File: config.mk
export PLATFORM = sky130hd
export DESIGN_NAME = uart_tx
export DESIGN_NICKNAME = d
export VERILOG_FILES = /design/src/rtl/uart_tx.sv
export SDC_FILE = /design/constraint.sdc
export NUM_CORES = 1
export LEC_CHECK = 0
export CAP_MARGIN = 0
export CORE_MARGIN = 2
export CORE_UTILIZATION = 40
export CTS_CLUSTER_DIAMETER = 200
export DETAILED_ROUTE_END_ITERATION = 8
export SLEW_MARGIN = 40
export SYNTH_ARGS = -nofsm -noshare
export SYNTH_HDL_FRONTEND = slang
export SYNTH_SLANG_ARGS = --single-unit
File: constraint.sdc
create_clock -name PCLK -period 5.59 [get_ports PCLK]
set_clock_uncertainty 0.2 [all_clocks]
set_input_delay 0.8385 -clock PCLK [delete_from_list [all_inputs] [get_ports PCLK]]
set_output_delay 0.8385 -clock PCLK [all_outputs]
set_load 0.05 [all_outputs]
File: src/rtl/uart_tx.sv
// rtl/uart_tx.sv - UART transmitter (start, LSB-first data, optional even parity via UART_TX_PARITY_EN, stop)
module uart_tx #(
    parameter int BAUD_RATE = 9600,
    parameter int CLK_FREQ  = 100_000_000,
    parameter int DATA_BITS = 8
) (
    input  logic                 PCLK,
    input  logic                 PRESETn,
    input  logic                 tx_en,
    input  logic [DATA_BITS-1:0] tx_data,
    output logic                 tx_busy,
    output logic                 tx_done,
    output logic                 tx_serial
);

    localparam int CLKS_PER_BIT = CLK_FREQ / BAUD_RATE;
    localparam int CNT_W = (CLKS_PER_BIT > 1) ? $clog2(CLKS_PER_BIT) : 1;
    localparam int IDX_W = (DATA_BITS > 1) ? $clog2(DATA_BITS) : 1;
    localparam logic [CNT_W-1:0] CNT_MAX = CNT_W'(CLKS_PER_BIT - 1);
    localparam logic [IDX_W-1:0] IDX_MAX = IDX_W'(DATA_BITS - 1);

    typedef enum logic [2:0] {IDLE, START, DATA, PARITY, STOP} state_t;

    state_t               state;
    logic [CNT_W-1:0]     baud_cnt;
    logic [IDX_W-1:0]     bit_idx;
    logic [DATA_BITS-1:0] shreg;
    logic [DATA_BITS-1:0] shift_next;
    logic                 bit_end;
`ifdef UART_TX_PARITY_EN
    logic                 parity;
`endif

    assign bit_end    = (baud_cnt == CNT_MAX);
    assign shift_next = shreg >> 1;

    always_ff @(posedge PCLK) begin
        if (PRESETn) begin
            state     <= IDLE;
            baud_cnt  <= '0;
            bit_idx   <= '0;
            shreg     <= '0;
            tx_busy   <= 1'b0;
            tx_done   <= 1'b0;
            tx_serial <= 1'b1;
`ifdef UART_TX_PARITY_EN
            parity    <= 1'b0;
`endif
        end else begin
            tx_done <= 1'b0;
            case (state)
                IDLE: begin
                    tx_serial <= 1'b1;
                    tx_busy   <= 1'b0;
                    baud_cnt  <= '0;
                    if (tx_en) begin
                        shreg     <= tx_data;
                        state     <= START;
                        tx_busy   <= 1'b1;
                        tx_serial <= 1'b0;
`ifdef UART_TX_PARITY_EN
                        parity    <= ^tx_data;
`endif
                    end
                end
                START: begin
                    if (bit_end) begin
                        baud_cnt  <= '0;
                        bit_idx   <= '0;
                        state     <= DATA;
                        tx_serial <= shreg[0];
                    end else begin
                        baud_cnt <= baud_cnt + 1'b1;
                    end
                end
                DATA: begin
                    if (bit_end) begin
                        baud_cnt <= '0;
                        if (bit_idx == IDX_MAX) begin
`ifdef UART_TX_PARITY_EN
                            state     <= PARITY;
                            tx_serial <= parity;
`else
                            state     <= STOP;
                            tx_serial <= 1'b1;
`endif
                        end else begin
                            // Shift so the next bit to send always sits at bit 0
                            bit_idx   <= bit_idx + 1'b1;
                            shreg     <= shift_next;
                            tx_serial <= shift_next[0];
                        end
                    end else begin
                        baud_cnt <= baud_cnt + 1'b1;
                    end
                end
`ifdef UART_TX_PARITY_EN
                PARITY: begin
                    if (bit_end) begin
                        baud_cnt  <= '0;
                        state     <= STOP;
                        tx_serial <= 1'b1;
                    end else begin
                        baud_cnt <= baud_cnt + 1'b1;
                    end
                end
`endif
                STOP: begin
                    if (bit_end) begin
                        baud_cnt <= '0;
                        tx_done  <= 1'b1;
                        // A request on the done edge chains straight into the next start bit
                        if (tx_en) begin
                            shreg     <= tx_data;
                            state     <= START;
                            tx_busy   <= 1'b1;
                            tx_serial <= 1'b0;
`ifdef UART_TX_PARITY_EN
                            parity    <= ^tx_data;
`endif
                        end else begin
                            state     <= IDLE;
                            tx_busy   <= 1'b0;
                            tx_serial <= 1'b1;
                        end
                    end else begin
                        baud_cnt <= baud_cnt + 1'b1;
                    end
                end
                default: begin
                    state     <= IDLE;
                    tx_busy   <= 1'b0;
                    tx_serial <= 1'b1;
                end
            endcase
        end
    end

endmodule

==> results by stage, run 1 <==
Critical path:
- Data on the critical path is required at its endpoint by 5.52 ns.
- In this run the worst setup path begins at baud_cnt[6].
- The worst setup path is launched from a flop.
- The worst reg-to-reg setup slack is 3.03 ns.
- The type of the worst setup path is reg -> reg.
- STA classifies the critical path endpoint as a flop.
- The maximum fanout along the worst path is 17.
- The worst path arrival time is 2.49 ns.
- The startpoint identified for the worst register-to-register timing path is baud_cnt[6].

Clock network:
- The cell at the root of the clock tree is clkbuf_8.
- The number of CTS-inserted buffers is 5.
- The insertion delay of the later-clocked pin in the worst-skew pair is 0.27 ns.
- The clock sink count is 31.
- In this run the post-CTS setup repair buffer count came out at 0.
- The number of gates resized after CTS was 0.
- The CTS tree is yes.
- After clock tree synthesis, the flow added hold-fix buffers numbering 0.
- The maximum buffer depth of the clock tree is 2.
- The H-tree depth is 2.
- The clock-pin slew reported for the worst setup and hold paths after clock tree synthesis is 0.07 ns.

Synth:
- The synthesized net count is 213.
- The number of distinct library cells after synthesis is 42.
- Of all flip-flops after synthesis, the portion carrying an async set or reset was 0.
- The dominant combinational cell family by area after synthesis is simple AND/OR/NAND/NOR gates.
- Of the total synthesized cell area, the portion taken by AND, OR, NAND and NOR gates is 0.286.
- During synthesis, Yosys emitted a total of 0 warnings.
- The sequential cell area fraction in the yosys report is 0.373.
- Of the total synthesized cell area, the portion taken by full adders, half adders and majority gates is 0.0293.
- Synthesis produced 199 cells.
- The total standard cell area after synthesis is 1660 µm².
- The portion of synthesized area spent on multiplexers is 0.0662.
- The synthesized area per cell is 8.36 µm².
- Counting flops with a built-in enable in the synthesized netlist gives 0.
- The number of synthesized register bits is 31.
- The area fraction in compound gates after synthesis was 0.140.
- The xor/xnor cell area share of the yosys netlist is 0.0579.
- In the synthesized netlist the dominant register cell turns out to be dfxtp_1.

Floorplanning:
- The width of the die is 68.5 µm.
- The effective utilization at floorplan is 0.416.
- The I/O pin total is 14.
- The full die area is 4690 µm².
- The floorplan has 23 rows.
- In this run the vertical extent of the chip is 68.5 µm.
- The area of the placeable core is 4000 µm².

Drt:
- In the routed design, unresolved DRC markers number 0.
- The final layout contains routed wiring with a total length of 3370 µm.
- The via density per instance is 5.60.
- After the first detailed-routing iteration, the DRC count stood at 67.
- The detail route stage leaves a number of antenna-violating nets equal to 0.
- The routed via count is 1444.
- The first TritonRoute pass finished after 4 iterations.
- The routed length per placed instance is 13.0 µm.

Cells and area:
- The most common library cell in the layout ignoring fill and taps is dfxtp_1.
- The proportion of layout cells with a drive suffix above 1 is 0.111.
- The number of antenna diodes in the final layout is 0.
- In the layout the commonest cells are dfxtp_1, nand2_1, a21oi_1, nor3_1, clkdlybuf4s50_1.
- Measured on the finished design, the core utilization comes to 0.480.
- The total number of nets in the final design is 221.
- From synthesis to final layout, the design area changed by 15.6%.

Timing:
- The final setup violation count is 0.
- Headroom to the max-slew limit came out at 0.555.
- The worst-margin pin slew is 0.666 ns.
- The highest achievable clock rate is 0.390 GHz.
- The hold violation total from the final report is 0.
- Setup repair after global routing left no endpoint under its margin.
- The number of slew-limit violations in the final report was 0.
- For the finished layout, the period the worst path requires is 2.56 ns.
- The post-route fraction of the period consumed by the critical path is 0.458.
- The final setup TNS is 0 ns.

Min path:
- The beginning of the worst hold path is bit_idx[2].
- The path class of the tightest hold or removal check is reg -> reg.

Status:
- The run finished with clean final reports.

Global route:
- The first global-routing pass estimated 6030 µm of wire.
- Across every metal layer, demand over resource in global routing totals 0.169.
- The via count of the first global-routing pass is 1421.
- After global routing the overflow that remains totals 0.
- The initial antenna violation count is 0.
- The maximum number of pins on one net before global-route repair is 40.

Power and ir drop:
- The power per unit of standard cell area is 244 nW/µm².
- IR analysis of the VDD net gives a maximum drop of 150 µV.
- Summed over all cells, the static leakage comes to 0.639 nW.

Flow run:
- The number of max-cap violations is 0.

Placed design:
- The placed wire-length estimate is 2340 µm.
- At the end of routability-driven placement, the weighted congestion stood at 0.754.
- Port buffering added 13 buffers.
-- flip-flops by register name, summed over array words and instances, names as in the netlist --
register,count
bit_idx,3
tx_busy,1
tx_done,1
baud_cnt,14
shreg,8
tx_serial,1
state,3
-- logic make-up after synthesis --
logic type / after synthesis
DFF: 31
and+or+nand+nor: 87
muxes: 10
xor gates and xnor gates: 11
adders and majority gates: 4
AOI/OAI and AO/OA: 37
buffers and inverters: 19
-- cell usage after synthesis (2+ instances only) --
| cell | instances | area (µm²) |
|---|---|---|
| o21ai_0 | 6 | 30.0 |
| nand3_1 | 6 | 30.0 |
| nor4_1 | 4 | 25.0 |
| a211oi_1 | 4 | 30.0 |
| nand2b_1 | 3 | 18.8 |
| nor3b_1 | 2 | 15.0 |
| clkbuf_1 | 12 | 45.0 |
| nand4_1 | 6 | 37.5 |
| or3b_2 | 2 | 17.5 |
| ha_1 | 3 | 37.5 |
| mux2_2 | 8 | 90.1 |
| dfxtp_1 | 31 | 621 |
| inv_1 | 6 | 22.5 |
| or4_1 | 2 | 15.0 |
| or3_1 | 5 | 31.3 |
| and4_1 | 2 | 17.5 |
| nor2_1 | 6 | 22.5 |
| a21oi_1 | 15 | 75.1 |
| xnor2_1 | 10 | 87.6 |
| nand2_1 | 22 | 82.6 |
| mux2i_1 | 2 | 20.0 |
| nor3_1 | 14 | 70.1 |
| nor2b_1 | 9 | 56.3 |
-- per-stage QoR --
| stage | worst slack [ns] | hold WS [ns] | instances | total power (W) | instance area, µm² |
|---|---|---|---|---|---|
| 2_1_floorplan | 3.35 | 0.253 | 199 | 0.000268 | 1660 |
| 3_3_place_gp | 2.70 | 0.261 | 250 | 0.000281 | 1810 |
| 3_5_place_dp | 2.59 | 0.280 | 250 | 0.000283 | 1820 |
| 4_1_cts | 2.88 | 0.290 | 258 | 0.000473 | 1920 |
| 5_1_grt | 2.71 | 0.313 | 258 | 0.000489 | 1920 |
| 6_report | 3.03 | 0.280 | 258 | 0.000469 | 1920 |
-- cell type report --
| cell class | instances | area (µm²) |
|---|---|---|
| clock buffers | 8 | 100 |
| fillers | 366 | 2080 |
| inverters | 6 | 22.5 |
| multi-input cells | 149 | 978 |
| flip-flops and latches | 31 | 621 |
| well taps | 50 | 62.6 |
| repair buffers | 14 | 138 |
-- worst paths after layout --
check / to / depth (start not counted)
setup / recovery: baud_cnt[2] / 4
hold / removal: bit_idx[2] / 2
setup reg to reg: baud_cnt[2] / 4
hold reg to reg: bit_idx[2] / 2
-- critical path, stage by stage, from the launching register on --
cell,delay (ns)
dfxtp_1,0.37
nor4b_1,0.41
nand4_1,0.61
a21oi_2,0.71
nor3_1,0.12
-- power breakdown --
group          leakage (nW)  internal [W]  switching (W)
Combinational         0.335     0.0000221      0.0000224
Clock                0.0515      0.000112      0.0000785
Sequential            0.252      0.000228     0.00000582
-- routing by layer --
layer  vias up  GRT usage  part of all wire  wire, µm
met1       693      0.202              0.48      1630
met4         0     0.0525            0.0059        20
met3         2     0.0395             0.025        84
met2        12      0.296              0.49      1630
met5         -          0                 0         0
li1        737          -                 -         -
Note: power is estimated with default switching activity, not from simulation.
==> inputs of run 2 (changes only) <==
clock period = 2.6 ns   (was 5.59 ns; I/O delays follow)
==> run 2 against run 1 <==
Against the previous run:
- global-route usage grew 0.99 points
- final cell count is 3.5% higher
- maximum frequency rose by 8.6%
- via count is 3.0% higher
- critical endpoint is now baud_cnt[13]
==> results by stage, run 2 (synthesis results as in run 1) <==
Timing:
- The hold violation total from the final report came to 0 (unchanged).
- The final setup violation count was 0 (unchanged).
- The highest achievable clock rate came to 0.424 GHz (+8.6%).
- The post-route fraction of the period consumed by the critical path is 0.907 (+0.449).
- The worst-margin pin slew came to 0.584 ns (-0.0824 ns).
- The remaining max-slew budget at the tightest pin came to 0.607 (+0.0521).
- Setup repair after global routing left no endpoint under its margin.
- The number of slew-limit violations in the final report was 0 (unchanged).
- The time the final worst path needs with I/O delays and setup is 2.36 ns (-0.204 ns).
- The post-route worst setup slack was 0.241 ns (-2.79 ns).
- The final setup TNS is 0 ns (unchanged).

Floorplanning:
- The vertical extent of the die is 68.5 µm (unchanged).
- The effective utilization at floorplan was 0.416 (unchanged).
- The full die area is 4690 µm² (unchanged).
- The area of the placeable core is 4000 µm² (unchanged).
- The I/O pin total came to 14 (unchanged).
- The width of the die is 68.5 µm (unchanged).
- The site row count was 23 (unchanged).

Critical path:
- The worst setup path is launched from a flop.
- The highest cell delay on the worst timing path was 0.54 ns (-0.17 ns).
- The kind of cell adding the most delay to the critical path is simple AND/OR/NAND/NOR gates.
- The worst setup path is of the reg -> reg kind.
- The worst path arrival time is 2.35 ns (-0.14 ns).
- The critical path goes through maj3_2, or4_4, or4_1, a211oi_1.
- The kind of end point of the critical path is a flop.
- The largest individual stage delay along the critical path comes from the cell or4_4.
- The maximum fanout along the worst path came to 14 (-3).
- The worst path buffer plus inverter count came to 0 (unchanged).
- The required time reported for the critical path endpoint came to 2.59 ns (-2.93 ns).

Drt:
- The post-detailed-route count of antenna-violating nets is 0 (unchanged).
- The via density per instance is 5.57 (-0.43%).
- The routed length per placed instance is 13.8 µm (+5.8%).
- The count of routing violations after the opening detailed-route iteration is 97 (+45%).
- The routed via count is 1488 (+3.0%).
- The DRC violations left came to 0 (unchanged).
- The number of optimization iterations in the first detailed-route pass is 4 (unchanged).
- The aggregate routed wire length came to 3680 µm (+9.5%).

Cells and area:
- The area occupied by multi-input gates is 970 µm² (-0.90%).
- The largest registers in the layout are baud_cnt (14), shreg (8).
- The layout overhead on the synthesized area is 18.0%.
- The number of filler instances in the final layout is 391 (+6.8%).
- The total number of nets in the final design is 230 (+4.1%).
- The antenna cell count was 0 (unchanged).
- The sequential standard cell area was 621 µm² (unchanged).
- The number of non-filler instances in the completed layout is 267 (+3.5%).
- The proportion of layout cells with a drive suffix above 1 is 0.134 (+0.0231).
- More flip-flops sit in one register than any other, and that register is baud_cnt.
- In the layout the commonest cells are dfxtp_1, nand2_1, a21oi_1.
- The most common library cell in the layout ignoring fill and taps is dfxtp_1.
- The flip-flop count of the largest register after layout is 14 (unchanged).

Placed design:
- The pre-CTS setup slack is 0.0477 ns (-2.54 ns).
- The placed wire-length estimate is 2570 µm (+10%).
- The weighted congestion reported at the end of routability-driven placement is 0.866 (+15%).
- The placed cell count is 259 (+3.6%).
- The port buffer count is 13 (unchanged).

Power and ir drop:
- The part of the total power dissipated in the clock network is 0.374 (-0.033).
- The peak supply drop is 198 µV (+32%).
- The combinational fraction of design power is 0.109 (+0.014).
- The switching power of the nets came to 0.000236 W (+120%).
- The power per unit of standard cell area is 492 nW/µm² (+100%).
- The leakage power is 0.669 nW (+4.7%).
- The proportion of total power due to net switching is 0.244 (+0.0167).
- The part of the total power dissipated in sequential elements is 0.517 (+0.019).
- The internal power summed over all cells is 0.000729 W (+100%).
- The final total power is 0.000965 W (+110%).

Global route:
- The total routing resource utilization after global routing is 0.179 (+0.00994).
- The first-pass GRT wire length came to 6240 µm (+3.5%).
- The maximum number of pins on one net before global-route repair is 23 (-43%).
- The via count of the first global-routing pass was 1414 (-0.49%).
- The initial antenna violation count was 0 (unchanged).
- The leftover overflow at the end of global routing came to 0 (unchanged).

Clock network:
- The clock sink count is 31 (unchanged).
- The number of CTS-inserted buffers is 5 (unchanged).
- The cell at the root of the clock tree is clkbuf_8.
- The clock-pin slew reported for the worst setup and hold paths after clock tree synthesis is 0.07 ns (about the same).
- The CTS tree is yes.
- The maximum buffer depth of the clock tree was 2 (unchanged).
- The insertion delay of the later-clocked pin in the worst-skew pair came to 0.28 ns (about the same).
- The post-CTS setup-driven buffer insertion count is 0 (unchanged).
- The count of hold buffers inserted by post-cts repair is 0 (unchanged).
- The count of instances resized after the clock tree is built is 0 (unchanged).
- The H-tree depth was 2 (unchanged).

Min path:
- The tightest min-delay check is of the reg -> reg type.

Flow run:
- The number of max-cap violations is 0 (unchanged).

Status:
- The flow ran to the end, and the final reports show no timing, DRC or antenna violations.
==> run 2: cell types whose count changed in the layout (fill, tap and decap cells not counted) <==
cell	previous run	this run
a21oi_1	14	15
a21oi_2	1	0
buf_4	1	10
clkbuf_1	1	2
clkbuf_8	7	5
clkinv_2	0	1
nor3b_1	1	2
nor3b_2	1	0
==> run 2: power by group through the flow <==
stage / Clock (W) / Combinational, W / Sequential [W]
2_1_floorplan: 0 / 0.0000603 / 0.000515
3_3_place_gp: 0 / 0.000102 / 0.000508
3_5_place_dp: 0 / 0.000104 / 0.000509
4_1_cts: 0.000375 / 0.000105 / 0.000499
5_1_grt: 0.000398 / 0.000116 / 0.000501
6_report: 0.000361 / 0.000105 / 0.000499
==> run 2: area by class of cell <==
class | count | area share
Multi-Input combinational cell | 149 | 0.494
Sequential cell | 31 | 0.316
Timing Repair Buffer | 23 | 0.105
Clock buffer | 7 | 0.0389
Tap cell | 50 | 0.0319
Inverter | 6 | 0.0115
Clock inverter | 1 | 0.00255
==> run 2: per-stage QoR <==
step / cell area [µm²] / hold WS [ns] / util
floorplan: 1660 / 0.253 / -
global placement: 1870 / 0.261 / 0.469
detailed placement: 1870 / 0.275 / 0.469
CTS: 1960 / 0.284 / 0.489
global route: 1960 / 0.324 / 0.490
finish: 1960 / 0.285 / 0.490
==> run 2: final timing paths <==
path	startpoint	to	slack, ns	depth (start not counted)
worst min-delay path	bit_idx[2]	bit_idx[2]	0.29	2
worst max-delay path	state[1]	baud_cnt[13]	0.24	4
worst max register to register	state[1]	baud_cnt[13]	0.24	4
worst min register to register	bit_idx[2]	bit_idx[2]	0.29	2
==> run 2: worst min-delay path, stage by stage (launching register included) <==
cell	delay [ns]
dfxtp_1	0.31
o21ai_0	0.07
a21oi_1	0.06
==> run 2: per-layer routing <==
layer / vias to the layer above / share of wire / track usage
met4: 0 / 0.012 / 0.0775
met3: 5 / 0.039 / 0.0543
met1: 704 / 0.50 / 0.236
met2: 29 / 0.45 / 0.267
met5: - / 0 / 0
li1: 750 / - / -
